$ cat src/rtl/alu64_ctrl_pkg.sv
// Shared types for the two-requester ALU sequencer.
// Optional op counters are enabled with ALU64_ARB_CTRL_STATS_EN (see alu64_arb_ctrl).
package alu64_ctrl_pkg;
  localparam int W = 64;

  typedef logic [1:0] alu_op_t;
  typedef enum logic [1:0] {IDLE, EXEC, RESP} ctrl_state_t;
  typedef logic tag_t;

  // op encodings understood by alu64bit; the sequencer never decodes them
  localparam alu_op_t OP_ADD = 2'b00;
  localparam alu_op_t OP_SUB = 2'b01;
  localparam alu_op_t OP_AND = 2'b10;
  localparam alu_op_t OP_XOR = 2'b11;

  function automatic logic [1:0] onehot2(input tag_t t);
    return t ? 2'b10 : 2'b01;
  endfunction
endpackage

$ cat src/rtl/alu64bit.sv
// 64-bit combinational ALU: add, subtract (a + ~b + cin), and, xor.
// Logic ops report cout=0.
module alu64bit
  import alu64_ctrl_pkg::*;
(
  input  logic [W-1:0] a,
  input  logic [W-1:0] b,
  input  logic         cin,
  input  logic [1:0]   op,
  output logic [W-1:0] s,
  output logic         cout
);
  logic [W:0] sum;

  // one adder serves both add and subtract
  always_comb begin
    sum  = '0;
    s    = '0;
    cout = 1'b0;
    case (op)
      OP_ADD: begin
        sum  = {1'b0, a} + {1'b0, b} + {{W{1'b0}}, cin};
        s    = sum[W-1:0];
        cout = sum[W];
      end
      OP_SUB: begin
        sum  = {1'b0, a} + {1'b0, ~b} + {{W{1'b0}}, cin};
        s    = sum[W-1:0];
        cout = sum[W];
      end
      OP_AND:  s = a & b;
      default: s = a ^ b;
    endcase
  end
endmodule

$ cat src/rtl/rr_arb2.sv
// Two-way round-robin grant: ptr has priority, the other requester wins otherwise.
module rr_arb2
  import alu64_ctrl_pkg::*;
(
  input  logic [1:0] req,
  input  tag_t       ptr,
  output logic [1:0] gnt,
  output tag_t       winner
);
  // winner is meaningful only when gnt is non-zero
  always_comb begin
    winner = req[ptr] ? ptr : ~ptr;
    gnt    = req[winner] ? onehot2(winner) : 2'b00;
  end
endmodule

$ cat src/rtl/alu64_arb_ctrl.sv
// Shares one alu64bit between two requesters: round-robin accept, one-cycle
// execute from operand registers, held response, per-requester saved carry.
// Define ALU64_ARB_CTRL_STATS_EN to add per-requester 32-bit op counters.
module alu64_arb_ctrl #(
  parameter int W    = 64,
  parameter int NREQ = 2
) (
  input  logic              clk,
  input  logic              rst_n,
  input  logic [NREQ-1:0]   req_valid,
  output logic [NREQ-1:0]   req_ready,
  input  logic [NREQ*W-1:0] req_a,
  input  logic [NREQ*W-1:0] req_b,
  input  logic [NREQ*2-1:0] req_op,
  input  logic [NREQ-1:0]   req_cin,
  input  logic [NREQ-1:0]   req_chain,
  output logic [NREQ-1:0]   rsp_valid,
  input  logic [NREQ-1:0]   rsp_ready,
  output logic [W-1:0]      rsp_s,
  output logic              rsp_cout
`ifdef ALU64_ARB_CTRL_STATS_EN
  ,
  output logic [31:0]       op_count0,
  output logic [31:0]       op_count1
`endif
);
  import alu64_ctrl_pkg::*;

  ctrl_state_t     state, state_nxt;
  tag_t            rr_ptr, tag_r, winner;
  logic [1:0]      gnt;
  logic [NREQ-1:0] saved_carry;
  logic [W-1:0]    a_r, b_r, alu_s;
  alu_op_t         op_r;
  logic            cin_r, alu_cout, accept, rsp_hs;

  rr_arb2 u_arb (
    .req    (req_valid),
    .ptr    (rr_ptr),
    .gnt    (gnt),
    .winner (winner)
  );

  alu64bit u_alu (
    .a    (a_r),
    .b    (b_r),
    .cin  (cin_r),
    .op   (op_r),
    .s    (alu_s),
    .cout (alu_cout)
  );

  // next state and handshakes; ready is held low while reset is asserted
  always_comb begin
    state_nxt = state;
    req_ready = '0;
    rsp_valid = '0;
    accept    = 1'b0;
    rsp_hs    = 1'b0;
    case (state)
      IDLE: begin
        req_ready = rst_n ? gnt : 2'b00;
        accept    = |gnt;
        if (accept) state_nxt = EXEC;
      end
      EXEC: state_nxt = RESP;
      RESP: begin
        rsp_valid = onehot2(tag_r);
        rsp_hs    = rsp_ready[tag_r];
        if (rsp_hs) state_nxt = IDLE;
      end
      default: state_nxt = IDLE;
    endcase
  end

  // operand capture on accept, result and saved carry capture after execute
  always_ff @(posedge clk) begin
    if (!rst_n) begin
      state       <= IDLE;
      rr_ptr      <= 1'b0;
      tag_r       <= 1'b0;
      saved_carry <= '0;
      a_r         <= '0;
      b_r         <= '0;
      op_r        <= '0;
      cin_r       <= 1'b0;
      rsp_s       <= '0;
      rsp_cout    <= 1'b0;
    end else begin
      state <= state_nxt;
      if (accept) begin
        a_r    <= req_a[int'(winner)*W +: W];
        b_r    <= req_b[int'(winner)*W +: W];
        op_r   <= req_op[int'(winner)*2 +: 2];
        cin_r  <= req_chain[winner] ? saved_carry[winner] : req_cin[winner];
        tag_r  <= winner;
        rr_ptr <= ~winner;
      end
      if (state == EXEC) begin
        rsp_s              <= alu_s;
        rsp_cout           <= alu_cout;
        saved_carry[tag_r] <= alu_cout;
      end
    end
  end

`ifdef ALU64_ARB_CTRL_STATS_EN
  // count completed response handshakes per requester, wrapping at 2^32
  always_ff @(posedge clk) begin
    if (!rst_n) begin
      op_count0 <= '0;
      op_count1 <= '0;
    end else if (rsp_hs) begin
      if (tag_r) op_count1 <= op_count1 + 32'd1;
      else       op_count0 <= op_count0 + 32'd1;
    end
  end
`endif
endmodule
$ cat config.mk
export PLATFORM = sky130hd
export DESIGN_NAME = alu64_arb_ctrl
export DESIGN_NICKNAME = d
export VERILOG_FILES = /design/src/rtl/alu64_ctrl_pkg.sv /design/src/rtl/alu64bit.sv /design/src/rtl/rr_arb2.sv /design/src/rtl/alu64_arb_ctrl.sv
export SDC_FILE = /design/constraint.sdc
export NUM_CORES = 1
export LEC_CHECK = 0
export BUFFER_PORTS_ARGS = -buffer_cell sky130_fd_sc_hd__buf_2
export CORE_AREA = 2 2 212 214
export CTS_BUF_LIST = sky130_fd_sc_hd__clkbuf_4 sky130_fd_sc_hd__clkbuf_8
export CTS_CLUSTER_DIAMETER = 50
export DETAILED_ROUTE_END_ITERATION = 12
export DIE_AREA = 0 0 214 216
export HOLD_SLACK_MARGIN = 0.05
export PLACE_DENSITY = 0.7
export SKIP_CTS_REPAIR_TIMING = 1
export SYNTH_ARGS = -nofsm -noshare
export SYNTH_HDL_FRONTEND = slang
export SYNTH_SLANG_ARGS = --single-unit
$ cat constraint.sdc
create_clock -name clk -period 5.4 [get_ports clk]
set_clock_uncertainty 0.1 [all_clocks]
set_input_delay 0 -clock clk [delete_from_list [all_inputs] [get_ports clk]]
set_output_delay 0 -clock clk [all_outputs]
set_load 0.02 [all_outputs]
==> impl_metrics.env, run 1 <==
export IMPL_syn_to_final_growth_pct=30.3
export IMPL_post_route_min_period_ns=4.56
export IMPL_avgRoutedWirePerCell_um=20.0
export IMPL_regArea_um2=4050
export IMPL_fin_tns_setup_ns=0
export IMPL_htreeDepth=2
export IMPL_vias_per_cell=5.85
export IMPL_wirelength_mm=70.3
export IMPL_antenna_left=0
export IMPL_endpoint_kind="flop"
export IMPL_grt_usage=0.274
export IMPL_maxCapViolations=0
export IMPL_io_pins=339
export IMPL_die_w_um=214
export IMPL_startpoint_type="flop"
export IMPL_ys_seq_area_frac=0.222
export IMPL_dp_hpwl_mm=49.2
export IMPL_status="complete, no violations"
export IMPL_clkLatencyLatePin_ns=0.61
export IMPL_die_y_um=216
export IMPL_syn_instance_count=2396
export IMPL_grt_max_degree=139
export IMPL_worstHoldPathType="in2reg"
export IMPL_cp_required_ns=5.86
export IMPL_ys_flop_type="dfxtp_1"
export IMPL_synth_edf_count=0
export IMPL_cts_made_buffers=41
export IMPL_min_period_over_period=0.845
export IMPL_max_slew_margin=0.349
export IMPL_gp_congestion=0.986
export IMPL_path_class="reg2reg"
export IMPL_grt_setup_unrepaired="no"
export IMPL_hold_violations=0
export IMPL_cts_tree="built"
export IMPL_power_w=0.00739
export IMPL_multi_input_comb_area_um2=13000
export IMPL_p_leak_nw=11.8
export IMPL_yosys_area_top_type="dfxtp_1"
export IMPL_start_util=0.416
export IMPL_cts_root_buf="clkbuf_8"
export IMPL_grt_antenna_before_repair=1
export IMPL_slew_viol_final=0
export IMPL_path_max_fanout=5
export IMPL_num_fill_cells=4049
export IMPL_drtIter0Drc=1642
export IMPL_placementRows=77
export IMPL_drive_gt1_frac=0.165
export IMPL_yosys_warnings=0
export IMPL_postSynthAreaPerCell_um2=7.61
export IMPL_finalSetupViolCount=0
export IMPL_drc=0
export IMPL_slowest_delay_ns=0.52
export IMPL_crit_chain="inv_1, fa_1, fa_1, nor2b_4, o2111ai_2, a31oi_1, or3_4, a2111oi_4, o31ai_2, a41oi_2, o41ai_2, nand3_1, o21ai_0, o221a_2"
export IMPL_synth_nets=2798
export IMPL_dr_pass1_iters=7
export IMPL_worstPathArrival_ns=5.02
export IMPL_clock_sinks=202
export IMPL_core_um2=43800
export IMPL_yosys_register_bits=202
export IMPL_ys_top_cells_by_area="dfxtp_1 22%, ha_1 8.8%, mux2i_1 8.5%"
export IMPL_peakVddDrop_mv=0.232
export IMPL_crit_buf_inv=1
export IMPL_async_reset_ff_frac=0
export IMPL_nets=3287
export IMPL_dieArea_um2=46200
export IMPL_path_clk_slew_ns=0.06
export IMPL_fmaxAchievable_mhz=219
export IMPL_overflow=0
export IMPL_grt_pass1_vias=18300
export IMPL_cp_common_cell="fa_1"
export IMPL_worstMarginPinSlew_ns=0.976
export IMPL_cpLargestDelayFamily="compound AO/OA/AOI/OAI gates"
export IMPL_synthDominantCellAreaShare=0.222
export IMPL_num_vias=20500
export IMPL_grt_pass1_wl_mm=103
export IMPL_p_per_area_nw_per_um2=311
export IMPL_antenna_diode_count=0
export IMPL_syn_area_um2=18200
export IMPL_cpMaxStageDelayCell="o21ai_0"
export IMPL_portBuffers=338
export IMPL_cts_buffer_depth=3
export IMPL_ys_types=93
[Yosys cell counts, drive strengths merged (5+ instances only)]
library cell and number:
mux2 13, o31ai 27, buf 54, nand2 313, nand4 26, mux2i 155
and4 5, inv 138, o2111ai 5, o221ai 12, a21oi 187, o21bai 44
xnor2 53, nor2b 28, o31a 5, or2 5, nor3b 5, a21boi 17
o211a 139, a41oi 5, a22o 12, a21o 33, nor3 38, nor2 157
or4 6, a211oi 23, dfxtp 202, o21a 10, a221oi 29, and3 13
clkbuf 127, a22oi 14, nand2b 19, a31oi 21, o21ai 157, nor4 25
o211ai 23, and2 9, a2111oi 6, xor2 5, or3 10, nand3 31
ha 128
[worst reg2reg max path, stage by stage (launching register included)]
cell and delay [ns]:
dfxtp_1 0.39, inv_1 0.12, fa_1 0.47, fa_1 0.47, nor2b_4 0.15, o2111ai_2 0.12, a31oi_1 0.32, or3_4 0.24
a2111oi_4 0.11, o31ai_2 0.44, a41oi_2 0.24, o41ai_2 0.42, nand3_1 0.14, o21ai_0 0.52, o221a_2 0.31
[flip-flops by register name, summed over array words and instances, names as in the netlist]
signal and flops:
a_r 64, b_r 64, rsp_s 64, op_r 2, saved_carry 2, state 2
cin_r 1, rr_ptr 1, rsp_cout 1, tag_r 1
[per-stage QoR]
stage               hold slack, ns  utilization  worst slack (ns)  cells  area (µm²)
global placement             0.225        0.460              1.18   3166       20200
CTS                         -0.400        0.481             0.965   3237       21100
floorplan                    0.128            -              1.67   2396       18200
detailed placement           0.253        0.460             0.989   3166       20200
global route                0.0888        0.542             0.631   3505       23800
finish                      0.0508        0.542             0.837   3505       23800
[layout make-up]
class                      count  share of cell area
clock buffer                  58              0.0312
clock inverter                13             0.00737
inverter                     141              0.0223
multi-input combinational   1872               0.546
sequential                   202               0.170
tap                          592              0.0312
timing repair buffer         627               0.192
[report_power, final]
group | internal, W | switching (W) | total [W]
combinational | 0.00146 | 0.00223 | 0.00369
sequential | 0.00169 | 0.000207 | 0.00189
clock | 0.00108 | 0.000733 | 0.00181
total | 0.00422 | 0.00317 | 0.00739
[placed cells by master, fill, tap and decap left out, types with 49 or more instances in the layout]
cell type / count
clkbuf_8: 49
a21oi_1: 185
dlygate4sd3_1: 268
ha_1: 128
inv_1: 137
nand2_1: 313
o211a_1: 139
dfxtp_1: 200
mux2i_1: 154
xnor2_1: 53
nor2_1: 156
o21ai_0: 153
buf_2: 337
[routing by layer]
metal / vias to the layer above / wire [µm] / track usage
li1: 9703 / - / -
met1: 9803 / 30500 / 0.369
met2: 847 / 32400 / 0.445
met3: 148 / 5120 / 0.0461
met4: 0 / 2240 / 0.0916
met5: - / 0 / 0
[cell families after synthesis]
kind of cell / Yosys count / share of synthesized area
multiplexers: 170 / 0.0955
flip-flops: 202 / 0.222
adder cells (fa/ha/maj): 132 / 0.0922
buffers and inverters: 322 / 0.0687
AND/OR/NAND/NOR: 697 / 0.173
XOR/XNOR: 58 / 0.0278
AO/OA/AOI/OAI: 815 / 0.321
[path summary, 6_finish.rpt]
| check | from | endpoint | slack, ns | cells past startpoint |
|---|---|---|---|---|
| worst max-delay path | a_r[0] | saved_carry[0] | 0.84 | 14 |
| worst min-delay path | rst_n | op_r[1] | 0.05 | 3 |
| worst max register to register | a_r[0] | saved_carry[0] | 0.84 | 14 |
| worst min register to register | rsp_s[29] | rsp_s[29] | 0.33 | 2 |
(Power assumes the default switching activity.)
==> inputs of run 2 (changes only) <==
Settings changed: PLACE_DENSITY 0.7 to 0.72.
Clock period 5.4 ns to 4.14 ns, I/O delays scaled along.
==> impl_metrics.env, run 2 (synthesis results as in run 1) <==
export IMPL_cp_required_ns=4.62
export IMPL_drc=0
export IMPL_grt_antenna_before_repair=0
export IMPL_status="complete, no violations"
export IMPL_peakVddDrop_mv=0.296
export IMPL_min_period_over_period=0.961
export IMPL_num_fill_cells=3967
export IMPL_cp_depth=16
export IMPL_clkLatencyLatePin_ns=0.64
export IMPL_hold_violations=0
export IMPL_grt_setup_unrepaired="no"
export IMPL_antenna_left=0
export IMPL_io_pins=339
export IMPL_fmaxAchievable_mhz=251
export IMPL_core_um2=43800
export IMPL_nets=3383
export IMPL_dr_pass1_iters=5
export IMPL_crit_buf_inv=3
export IMPL_top_layer_used="met4"
export IMPL_cpLargestDelayFamily="compound AO/OA/AOI/OAI gates"
export IMPL_syn_to_final_growth_pct=35.4
export IMPL_route_met2_wl_mm=35.1
export IMPL_cts_tree="built"
export IMPL_post_dp_cell_area_um2=20700
export IMPL_gp_congestion=1.01
export IMPL_die_y_um=216
export IMPL_drtIter0Drc=1949
export IMPL_crit_chain="inv_1, fa_1, fa_2, nor2b_4, o2111ai_2, a31oi_2, or3_4, a2111oi_4, o31ai_2, a41oi_2, o41ai_4, buf_4, nand3_1, o21ai_0, buf_4, o221a_2"
export IMPL_num_vias=21000
export IMPL_final_cell_area_um2=24700
export IMPL_cp_common_cell="buf_4"
export IMPL_drive_gt1_frac=0.186
export IMPL_met3_wirelength_mm=5.80
export IMPL_post_route_min_period_ns=3.98
export IMPL_path_clk_slew_ns=0.06
export IMPL_dp_hpwl_mm=50.6
export IMPL_grt_max_degree=90
export IMPL_maxCapViolations=0
export IMPL_m1WireLength_mm=31.1
export IMPL_cpMaxStageDelayCell="fa_1"
export IMPL_worstHoldPathType="in2reg"
export IMPL_clock_sinks=202
export IMPL_layout_common_cells="337 x buf_2, 313 x nand2_1, 299 x dlygate4sd3_1, 199 x dfxtp_1, 182 x a21oi_1"
export IMPL_dieArea_um2=46200
export IMPL_path_class="reg2reg"
export IMPL_cts_made_buffers=43
export IMPL_path_max_fanout=5
export IMPL_vias_per_cell=5.84
export IMPL_overflow=0
export IMPL_hold_depth=5
export IMPL_endpoint_kind="flop"
export IMPL_worstPathArrival_ns=4.46
export IMPL_grt_pass1_wl_mm=104
export IMPL_htreeDepth=2
export IMPL_avgRoutedWirePerCell_um=20.6
export IMPL_wirelength_mm=74.4
export IMPL_cts_root_buf="clkbuf_8"
export IMPL_cts_buffer_depth=3
export IMPL_finalSetupViolCount=0
export IMPL_die_w_um=214
export IMPL_startpoint_type="flop"
export IMPL_start_util=0.416
export IMPL_fin_tns_setup_ns=0
export IMPL_grt_pass1_vias=18700
export IMPL_max_slew_margin=0.268
export IMPL_largestRegisters="a_r: 64 flops, b_r: 64 flops, rsp_s: 64 flops"
export IMPL_portBuffers=338
export IMPL_worstMarginPinSlew_ns=1.10
export IMPL_layout_cells_most_common="buf_2"
export IMPL_p_per_area_nw_per_um2=406
export IMPL_grt_usage=0.280
export IMPL_slew_viol_final=0
export IMPL_p_leak_nw=12.4
export IMPL_ff2ff_path_depth=16
export IMPL_slowest_delay_ns=0.48
export IMPL_placementRows=77
export IMPL_antenna_diode_count=0
-- run 2: cell types whose count changed in the layout (fill, tap and decap cells not counted), sizes merged --
cell,delta
clkbuf,+5
bufinv,-2
dlygate4sd3,+31
clkinvlp,+2
buf,+63
inv,+2
-- run 2: per-layer routing --
layer | GRT usage | up-vias
met3 | 0.0584 | 172
li1 | - | 9892
met2 | 0.455 | 945
met5 | 0 | -
met4 | 0.0953 | 0
met1 | 0.367 | 10000
-- run 2: final cells by class --
cell class	count	area [µm²]	area share
timing repair buffer	721	5380	0.218
sequential	202	4050	0.164
clock buffer	63	811	0.0328
multi-input combinational	1872	13000	0.528
clock inverter	15	155	0.00628
inverter	141	529	0.0214
tap	592	741	0.0300
-- run 2: path summary, 6_finish.rpt --
kind,end,startpoint,slack [ns]
worst min register to register,rsp_s[29],rsp_s[29],0.34
worst min-delay path,a_r[18],req_a[18],0.16
worst max-delay path,saved_carry[0],a_r[0],0.16
worst max register to register,saved_carry[0],a_r[0],0.16
-- run 2: worst min-delay path: cells and delay by family --
family	cells	cell delay [ns]
compound gates	1	0.14
simple gates	1	0.06
buf+inv	2	0.61
mux	1	0.05
-- run 2: power by group --
group	total [W]	switching (W)	internal, W
clock network	0.00242	0.00102	0.00140
logic	0.00517	0.00305	0.00211
registers	0.00245	0.000256	0.00220
-- run 2: stage by stage --
| step | total power [W] | utilization | cells | hold WS [ns] | setup WS, ns |
|---|---|---|---|---|---|
| floorplan | 0.00564 | - | 2396 | 0.128 | 0.412 |
| global placement | 0.00706 | 0.472 | 3227 | 0.236 | 0.115 |
| detailed placement | 0.00710 | 0.472 | 3227 | 0.252 | 0.0106 |
| CTS | 0.00956 | 0.494 | 3305 | -0.424 | -0.0240 |
| global route | 0.0106 | 0.564 | 3606 | 0.174 | 0.00787 |
| finish | 0.0100 | 0.564 | 3606 | 0.164 | 0.162 |
==> inputs of run 3 (changes only) <==
Settings changed: PLACE_DENSITY 0.72 to default, PLACE_DENSITY_LB_ADDON from default to 0.12.
==> impl_metrics.env, run 3 (synthesis results as in run 1) <==
export IMPL_placementRows=77
export IMPL_htreeDepth=2
export IMPL_cp_required_ns=4.63
export IMPL_largestRegisters="a_r: 64 flops, b_r: 64 flops, rsp_s: 64 flops"
export IMPL_grt_usage=0.289
export IMPL_syn_to_final_growth_pct=34.2
export IMPL_grt_pass1_vias=18600
export IMPL_status="complete, no violations"
export IMPL_p_leak_nw=12.2
export IMPL_core_um2=43800
export IMPL_reg2reg_slack_ns=0.19
export IMPL_cts_root_buf="clkbuf_8"
export IMPL_worstPathArrival_ns=4.44
export IMPL_dr_pass1_iters=8
export IMPL_startpoint_type="flop"
export IMPL_grt_pass1_wl_mm=107
export IMPL_num_vias=20500
export IMPL_worstMarginPinSlew_ns=0.932
export IMPL_layout_cells_most_common="buf_2"
export IMPL_cts_tree="built"
export IMPL_antenna_left=0
export IMPL_hp_start="req_valid[1]"
export IMPL_die_w_um=214
export IMPL_timing_rr_end="rsp_s[56]"
export IMPL_ff2ff_path_depth=14
export IMPL_path_max_fanout=5
export IMPL_antenna_diode_count=0
export IMPL_hold_violations=0
export IMPL_drive_gt1_frac=0.188
export IMPL_grt_max_degree=128
export IMPL_overflow=0
export IMPL_slew_viol_final=0
export IMPL_wirelength_mm=73.9
export IMPL_finalSetupViolCount=0
export IMPL_avgRoutedWirePerCell_um=20.6
export IMPL_grt_antenna_before_repair=0
export IMPL_start_util=0.416
export IMPL_layout_common_cells="337 x buf_2, 313 x nand2_1, 271 x dlygate4sd3_1, 200 x dfxtp_1, 184 x a21oi_1"
export IMPL_portBuffers=338
export IMPL_worstHoldPathType="in2reg"
export IMPL_drc=0
export IMPL_vias_per_cell=5.72
export IMPL_cts_buffer_depth=3
export IMPL_peakVddDrop_mv=0.253
export IMPL_min_period_over_period=0.954
export IMPL_nets=3362
export IMPL_p_per_area_nw_per_um2=412
export IMPL_gp_congestion=0.943
export IMPL_post_route_min_period_ns=3.95
export IMPL_hold_depth=4
export IMPL_fmaxAchievable_mhz=253
export IMPL_r2r_start="a_r[0]"
export IMPL_clock_sinks=202
export IMPL_drtIter0Drc=1700
export IMPL_hold_end="a_r[63]"
export IMPL_max_slew_margin=0.379
export IMPL_clkLatencyLatePin_ns=0.65
export IMPL_dp_hpwl_mm=52.4
export IMPL_dp_cells=3234
export IMPL_io_pins=339
export IMPL_dieArea_um2=46200
export IMPL_fin_tns_setup_ns=0
export IMPL_final_cell_count_no_fill=3585
export IMPL_die_y_um=216
export IMPL_maxCapViolations=0
export IMPL_path_clk_slew_ns=0.07
export IMPL_path_class="reg2reg"
export IMPL_cts_made_buffers=43
export IMPL_endpoint_kind="flop"
==> run 3: worst max path at each step <==
stage               startpoint              to  slack (ns)  depth (start not counted)
floorplan               a_r[0]       rsp_s[56]        0.41                         14
global placement        b_r[0]  saved_carry[0]        0.17                         16
detailed placement      b_r[0]       rsp_s[60]        0.06                         15
CTS                     b_r[0]  saved_carry[0]        0.02                         16
global route            b_r[0]       rsp_s[48]       -0.02                         15
finish                  a_r[0]       rsp_s[56]        0.19                         14
==> run 3: final cells by class <==
class / instances / area [µm²]
sequential: 202 / 4050
fill: 4102 / 19300
clock buffer: 59 / 762
multi-input combinational: 1872 / 13000
inverter: 141 / 529
clock inverter: 19 / 230
timing repair buffer: 700 / 5150
tap: 592 / 741
==> run 3: report_power, final <==
group	switching (W)	total, W	internal, W	leakage [nW]
clock network	0.00105	0.00252	0.00146	0.504
logic	0.00305	0.00513	0.00208	10.1
registers	0.000243	0.00244	0.00220	1.67
==> run 3: worst max-delay path, cell delays in order (launching register included) <==
cell,delay (ns)
dfxtp_1,0.33
inv_1,0.08
fa_1,0.47
fa_2,0.40
nor2b_4,0.14
o2111ai_2,0.13
a31oi_2,0.25
or3_4,0.21
a2111oi_4,0.11
o31ai_2,0.30
a41oi_2,0.25
o41ai_4,0.37
mux2_1,0.37
a221oi_2,0.23
a22o_1,0.16
==> run 3: stage by stage <==
stage          hold WS, ns  total power, W  instance area (µm²)   util  setup slack [ns]
2_1_floorplan        0.128         0.00564                18200      -             0.412
3_3_place_gp         0.237         0.00714                20700  0.473             0.167
3_5_place_dp         0.252         0.00716                20700  0.473            0.0625
4_1_cts             -0.438         0.00973                21700  0.495            0.0186
5_1_grt             0.0895          0.0107                24500  0.559           -0.0214
6_report            0.0623          0.0101                24500  0.559             0.192
==> run 3: routing by layer <==
| layer | wire length, µm | global-route usage |
|---|---|---|
| met4 | 1790 | 0.0809 |
| met2 | 34600 | 0.477 |
| met3 | 4220 | 0.0390 |
| met1 | 33300 | 0.395 |
| met5 | 0 | 0 |
